[src/rtl/iwdg_wb_master.sv]
// iwdg_wb_master: Wishbone initiator that boots the IWDG and refreshes it.
// Define IWDG_MASTER_LOCK_EN to hold lok_m2s across the boot sequence.
module iwdg_wb_master #(
    parameter int unsigned GRL         = 1,
    parameter logic [31:0] BASE_ADR    = 32'h0100_0000,
    parameter logic [2:0]  PR_VAL      = 3'd4,
    parameter logic [11:0] RLR_VAL     = 12'hFFF,
    parameter logic [15:0] KICK_PERIOD = 16'd1000,
    parameter logic [7:0]  ACK_TIMEOUT = 8'd16,
    parameter logic [1:0]  RETRY_MAX   = 2'd3,
    parameter logic [7:0]  POLL_MAX    = 8'd255
) (
    input  logic         clk_m2s,
    input  logic         rst_m2s,
    input  logic         start,
    input  logic         kick_en,
    output logic [31:0]  dat_m2s,
    output logic [31:0]  adr_m2s,
    output logic [GRL:0] sel_m2s,
    output logic         cyc_m2s,
    output logic         stb_m2s,
    output logic         we_m2s,
    output logic         lok_m2s,
    input  logic [31:0]  dat_s2m,
    input  logic         ack_s2m,
    input  logic         err_s2m,
    input  logic         rty_s2m,
    output logic         busy,
    output logic         running,
    output logic         fault
);

    typedef enum logic [3:0] {
        S_IDLE,
        S_UNLOCK,
        S_WR_PR,
        S_WR_RLR,
        S_POLL_ST,
        S_START,
        S_RUN,
        S_KICK,
        S_FAULT
    } state_t;

    state_t      state_q, state_d, nxt_ok;
    logic        cyc_q, cyc_d;
    logic        we_q, we_d;
    logic [31:0] adr_q, adr_d;
    logic [31:0] dat_q, dat_d;
    logic [7:0]  tmo_q, tmo_d;
    logic [1:0]  rty_q, rty_d;
    logic [7:0]  poll_q, poll_d;
    logic [15:0] kick_q, kick_d;
    logic        bus_st;
    logic        req_we;
    logic [31:0] req_adr;
    logic [31:0] req_dat;
    logic        term;
    logic        st_busy;
    logic        unused_st_bits;

    assign unused_st_bits = ^dat_s2m[31:2];

    // Per-state transfer descriptor and successor on normal completion
    always_comb begin
        bus_st  = 1'b0;
        req_adr = BASE_ADR;
        req_dat = '0;
        req_we  = 1'b1;
        nxt_ok  = state_q;
        unique case (state_q)
            S_UNLOCK: begin
                bus_st  = 1'b1;
                req_dat = 32'h0000_5555;
                nxt_ok  = S_WR_PR;
            end
            S_WR_PR: begin
                bus_st  = 1'b1;
                req_adr = BASE_ADR + 32'h4;
                req_dat = {29'd0, PR_VAL};
                nxt_ok  = S_WR_RLR;
            end
            S_WR_RLR: begin
                bus_st  = 1'b1;
                req_adr = BASE_ADR + 32'h8;
                req_dat = {20'd0, RLR_VAL};
                nxt_ok  = S_POLL_ST;
            end
            S_POLL_ST: begin
                bus_st  = 1'b1;
                req_adr = BASE_ADR + 32'hC;
                req_we  = 1'b0;
                nxt_ok  = S_START;
            end
            S_START: begin
                bus_st  = 1'b1;
                req_dat = 32'h0000_CCCC;
                nxt_ok  = S_RUN;
            end
            S_KICK: begin
                bus_st  = 1'b1;
                req_dat = 32'h0000_AAAA;
                nxt_ok  = S_RUN;
            end
            default: ;
        endcase
    end

    assign term = ack_s2m | err_s2m | rty_s2m;

    always_comb begin
        state_d = state_q;
        cyc_d   = cyc_q;
        we_d    = we_q;
        adr_d   = adr_q;
        dat_d   = dat_q;
        tmo_d   = tmo_q;
        rty_d   = rty_q;
        poll_d  = poll_q;
        kick_d  = kick_q;
        if (state_q == S_IDLE && start) begin
            state_d = S_UNLOCK;
        end
        if (state_q == S_RUN && kick_en) begin
            if (kick_q == KICK_PERIOD - 16'd1) begin
                state_d = S_KICK;
                kick_d  = '0;
            end else begin
                kick_d = kick_q + 16'd1;
            end
        end
        // cyc low for one cycle after every termination gives the idle gap
        if (bus_st) begin
            if (!cyc_q) begin
                cyc_d = 1'b1;
                tmo_d = '0;
                we_d  = req_we;
                adr_d = req_adr;
                dat_d = req_dat;
            end else if (term || tmo_q == ACK_TIMEOUT - 8'd1) begin
                cyc_d = 1'b0;
                we_d  = 1'b0;
                adr_d = '0;
                dat_d = '0;
                if (err_s2m) begin
                    state_d = S_FAULT;
                end else if (rty_s2m) begin
                    if (rty_q == RETRY_MAX) state_d = S_FAULT;
                    else rty_d = rty_q + 2'd1;
                end else if (ack_s2m) begin
                    rty_d = '0;
                    if (state_q == S_POLL_ST && dat_s2m[1:0] != 2'b00) begin
                        if (poll_q == POLL_MAX - 8'd1) state_d = S_FAULT;
                        else poll_d = poll_q + 8'd1;
                    end else begin
                        state_d = nxt_ok;
                    end
                end else begin
                    state_d = S_FAULT;
                end
            end else begin
                tmo_d = tmo_q + 8'd1;
            end
        end
    end

    always_ff @(posedge clk_m2s) begin
        if (rst_m2s) begin
            state_q <= S_IDLE;
            cyc_q   <= 1'b0;
            we_q    <= 1'b0;
            adr_q   <= '0;
            dat_q   <= '0;
            tmo_q   <= '0;
            rty_q   <= '0;
            poll_q  <= '0;
            kick_q  <= '0;
        end else begin
            state_q <= state_d;
            cyc_q   <= cyc_d;
            we_q    <= we_d;
            adr_q   <= adr_d;
            dat_q   <= dat_d;
            tmo_q   <= tmo_d;
            rty_q   <= rty_d;
            poll_q  <= poll_d;
            kick_q  <= kick_d;
        end
    end

`ifdef IWDG_MASTER_LOCK_EN
    logic lok_q;
    logic boot_d;

    assign boot_d = state_d inside {S_UNLOCK, S_WR_PR, S_WR_RLR,
                                    S_POLL_ST, S_START};

    // Rises with the first UNLOCK strobe, falls when START terminates
    always_ff @(posedge clk_m2s) begin
        if (rst_m2s) lok_q <= 1'b0;
        else lok_q <= boot_d && (cyc_d || lok_q);
    end

    assign lok_m2s = lok_q;
`else
    assign lok_m2s = 1'b0;
`endif

    assign st_busy = !(state_q inside {S_IDLE, S_RUN, S_FAULT});

    assign cyc_m2s = cyc_q;
    assign stb_m2s = cyc_q;
    assign we_m2s  = we_q;
    assign adr_m2s = adr_q;
    assign dat_m2s = dat_q;
    assign sel_m2s = {(GRL + 1){cyc_q}};
    assign busy    = st_busy;
    assign running = (state_q == S_RUN) || (state_q == S_KICK);
    assign fault   = (state_q == S_FAULT);

endmodule

[config.mk]
export PLATFORM = sky130hd
export DESIGN_NAME = iwdg_wb_master
export DESIGN_NICKNAME = d
export VERILOG_FILES = /design/src/rtl/iwdg_wb_master.sv
export SDC_FILE = /design/constraint.sdc
export NUM_CORES = 1
export LEC_CHECK = 0
export BUFFER_PORTS_ARGS = -buffer_cell sky130_fd_sc_hd__buf_2
export CAP_MARGIN = 40
export CORE_UTILIZATION = 45
export DETAILED_ROUTE_END_ITERATION = 7
export GPL_TIMING_DRIVEN = 0
export MAX_ROUTING_LAYER = met4
export PLACE_DENSITY = 0.82
export SLEW_MARGIN = 10
export SYNTH_ARGS = -nofsm -noshare
export SYNTH_HDL_FRONTEND = slang
export SYNTH_SLANG_ARGS = --single-unit
[constraint.sdc]
create_clock -name clk_m2s -period 2 [get_ports clk_m2s]
set_input_delay 0.1 -clock clk_m2s [delete_from_list [all_inputs] [get_ports clk_m2s]]
set_output_delay 0.1 -clock clk_m2s [all_outputs]
set_load 0.1 [all_outputs]
==> impl_metrics.ini <==
[drt]
route.met2.wl_um = 3960
drt_iter0_drc = 245
ant_nets = 0
wl_met1_um = 3030
avgViaCountPerCell = 5.49
detail_route.wl_per_cell_um = 13.9
met3WireLength_um = 414
routed-via-count = 2978
highest_layer = met4
routed_wl_um = 7550
route.detailed.drc = 14
firstDrtPassIters = 7

[setup_path]
crit_required_ns = 2.24
cp_slowest_cell = or4b_4
cpPeakStageDelay_ns = 0.53
reg2reg_from = state_q[3]
reg2reg_slack_ns = -0.04
critPathBufInv = 1
crit_cells = 5
crit_fanout = 7
critical_path.cell_chain = or4b_4 > or3_4 > buf_6 > or4_1 > a21oi_1
rr_endpoint = poll_q[2]
startpoint_type = register
critPathTopFamily = simple AND/OR/NAND/NOR gates
r2r_cells = 5
cp-end-kind = register
cp.arrival_ns = 2.28
criticalPathCategory = reg2reg

[min_path]
holdPathEnd = kick_q[1]
whs_path_depth = 3
min_path_type = in2reg
min_from = kick_en

[logic_synthesis]
yosysUniqueCellTypes = 57
synthFlopType = dfxtp_1
synth_edf_count = 0
syn_area_per_cell_um2 = 8.44
yosys_register_bits = 52
ys_seq_area_frac = 0.342
synth_top_family_by_area = simple AND/OR/NAND/NOR gates
synth_fa_ha_area_frac = 0.0205
synthMuxAreaShare = 0.0283
synth-async-reset-ratio = 0
yosysWarnings = 0
synth_compound_area_frac = 0.192
synthSimpleGateAreaFrac = 0.214
synth_xor_area_frac = 0.0230
syn_inst = 361
netlist_area_um2 = 3050

[grt]
grt_max_degree = 17
track_usage = 0.199
antenna_found_initial = 0
grt_pass1_vias = 2480
overflow = 0
grt_pass1_wl_um = 11300

[cells_and_area]
nets = 508
layout_common_cells = 75 x buf_4, 46 x conb_1, 45 x dfxtp_1, 33 x buf_2
drive_gt1_frac = 0.355
areaGrowthSynthToFinish_pct = 29.2
antennaDiodeCount = 0
final_common_cell = buf_4
num-fill-cells = 565

[placement]
post-place-ws_ns = -0.441
gp_congestion = 0.875
portBuffers = 33
dpl.hpwl_um = 4910

[sta]
finalCriticalPeriod_ns = 2.04
setup_tns_ns = -0.0408
hold_violations = 0
max_slew_margin = 0.456
whs_ns = 0.105
skew_ns = 0.00556
max_freq_ghz = 0.490
rsz0062_at_grt = true
finalSetupViolations = 1
fin_crit_sh = 1.02
tightest_slew_ns = 0.807
layout_setup_ws_ns = -0.0408
drv_slew = 0

[floorplanning]
num_io_pins = 112
initial_core_util = 0.472
die-area_um2 = 7100
die_y_um = 84.3
coreArea_um2 = 6460
std_cell_rows = 29
die_x_um = 84.3

[clocking]
cts-root-buf = clkbuf_8
clk_path_buf_depth = 2
cts_max_level = 2
cts.sinks = 52
clk_pin_slew_ns = 0.10
clk_latency_ns = 0.31
cts_tree = yes
cts_buffers = 5
hold_buffers = 0

[status]
violations = DRC, setup timing
status = complete, but fails checks

[power]
p_per_area_nw_per_um2 = 716
irDropWorstVdd_v = 0.000420
p_leak_nw = 1.67
total_power_mw = 2.82

[job]
drv_cap = 0
synth_stat cells (4+ instances only):
| cell | n | area (um2) |
|---|---|---|
| mux2_2 | 5 | 56.3 |
| xor2_1 | 6 | 52.6 |
| clkbuf_1 | 11 | 41.3 |
| a211oi_1 | 5 | 37.5 |
| nor3_1 | 10 | 50.1 |
| nand3_1 | 17 | 85.1 |
| or3_1 | 11 | 68.8 |
| o21ai_0 | 13 | 65.1 |
| o31ai_1 | 8 | 60.1 |
| o2bb2ai_1 | 5 | 43.8 |
| nor2_1 | 18 | 67.6 |
| nand2_1 | 17 | 63.8 |
| nand4_1 | 10 | 62.6 |
| buf_4 | 56 | 420 |
| or4_1 | 5 | 37.5 |
| inv_1 | 14 | 52.6 |
| dfxtp_1 | 52 | 1040 |
| and3_1 | 7 | 43.8 |
| a21oi_1 | 21 | 105 |
| ha_1 | 5 | 62.6 |
| a22o_1 | 7 | 61.3 |
| and4_1 | 4 | 35.0 |
final cells by class:
class / instances / area [um2] / area share
clock inverter: 3 / 42.5 / 0.0108
buffer: 73 / 517 / 0.131
clock buffer: 5 / 68.8 / 0.0175
tap: 77 / 96.3 / 0.0245
multi-input combinational: 267 / 1790 / 0.455
timing repair buffer: 51 / 314 / 0.0798
inverter: 14 / 52.6 / 0.0134
sequential: 52 / 1050 / 0.268
tightest hold or removal path, delay by kind of cell:
family                 cells  cell delay [ns]
AND/OR/NAND/NOR            1             0.08
AO/OA/AOI/OAI              1             0.05
buffers and inverters      1             0.14
worst max path at each step:
stage,slack [ns],startpoint,to
6_report,-0.04,state_q[3],poll_q[2]
5_1_grt,-0.08,tmo_q[0],tmo_q[6]
4_1_cts,-0.04,state_q[2],poll_q[2]
3_5_place_dp,-0.44,state_q[3],kick_q[5]
3_3_place_gp,-0.53,state_q[3],kick_q[3]
2_1_floorplan,0.04,state_q[3],kick_q[0]
metal layers:
layer / GRT usage / vias up
met5: - / -
met4: 0.0564 / 0
met3: 0.0315 / 21
met2: 0.341 / 119
met1: 0.242 / 1400
li1: - / 1438
cell families after synthesis:
family | Yosys count
flops | 52
other cells | 1
xor+xnor | 8
mux | 8
buf+inv | 87
fa+ha+maj | 5
simple gates | 115
compound gates | 85
power by group:
group / total [mW] / internal [mW] / switching, mW / leakage, nW
combinational: 1.01 / 0.177 / 0.834 / 1.19
clock: 0.727 / 0.371 / 0.356 / 0.0541
sequential: 1.08 / 1.06 / 0.0208 / 0.425
metrics by stage:
stage | instance area [um2] | std cells | util
2_1_floorplan | 3240 | 406 | -
3_3_place_gp | 3500 | 516 | 0.542
3_5_place_dp | 3500 | 516 | 0.542
4_1_cts | 3730 | 534 | 0.577
5_1_grt | 3940 | 542 | 0.609
6_report | 3940 | 542 | 0.609
flip-flops by register name, summed over array words and instances, names as in the netlist:
| register | count |
|---|---|
| adr_m2s | 3 |
| cyc_m2s | 1 |
| dat_m2s | 9 |
| kick_q | 16 |
| poll_q | 8 |
| rty_q | 2 |
| state_q | 4 |
| tmo_q | 8 |
| we_m2s | 1 |
timing repair:
| action | in CTS | in global routing |
|---|---|---|
| gates cloned | 0 | 1 |
| gates resized for setup | 15 | 42 |
| pin swaps | 5 | 6 |
| endpoints found under the setup margin | 40 | 45 |
| buffers inserted | 10 | 7 |
(Power assumes the default switching activity.)
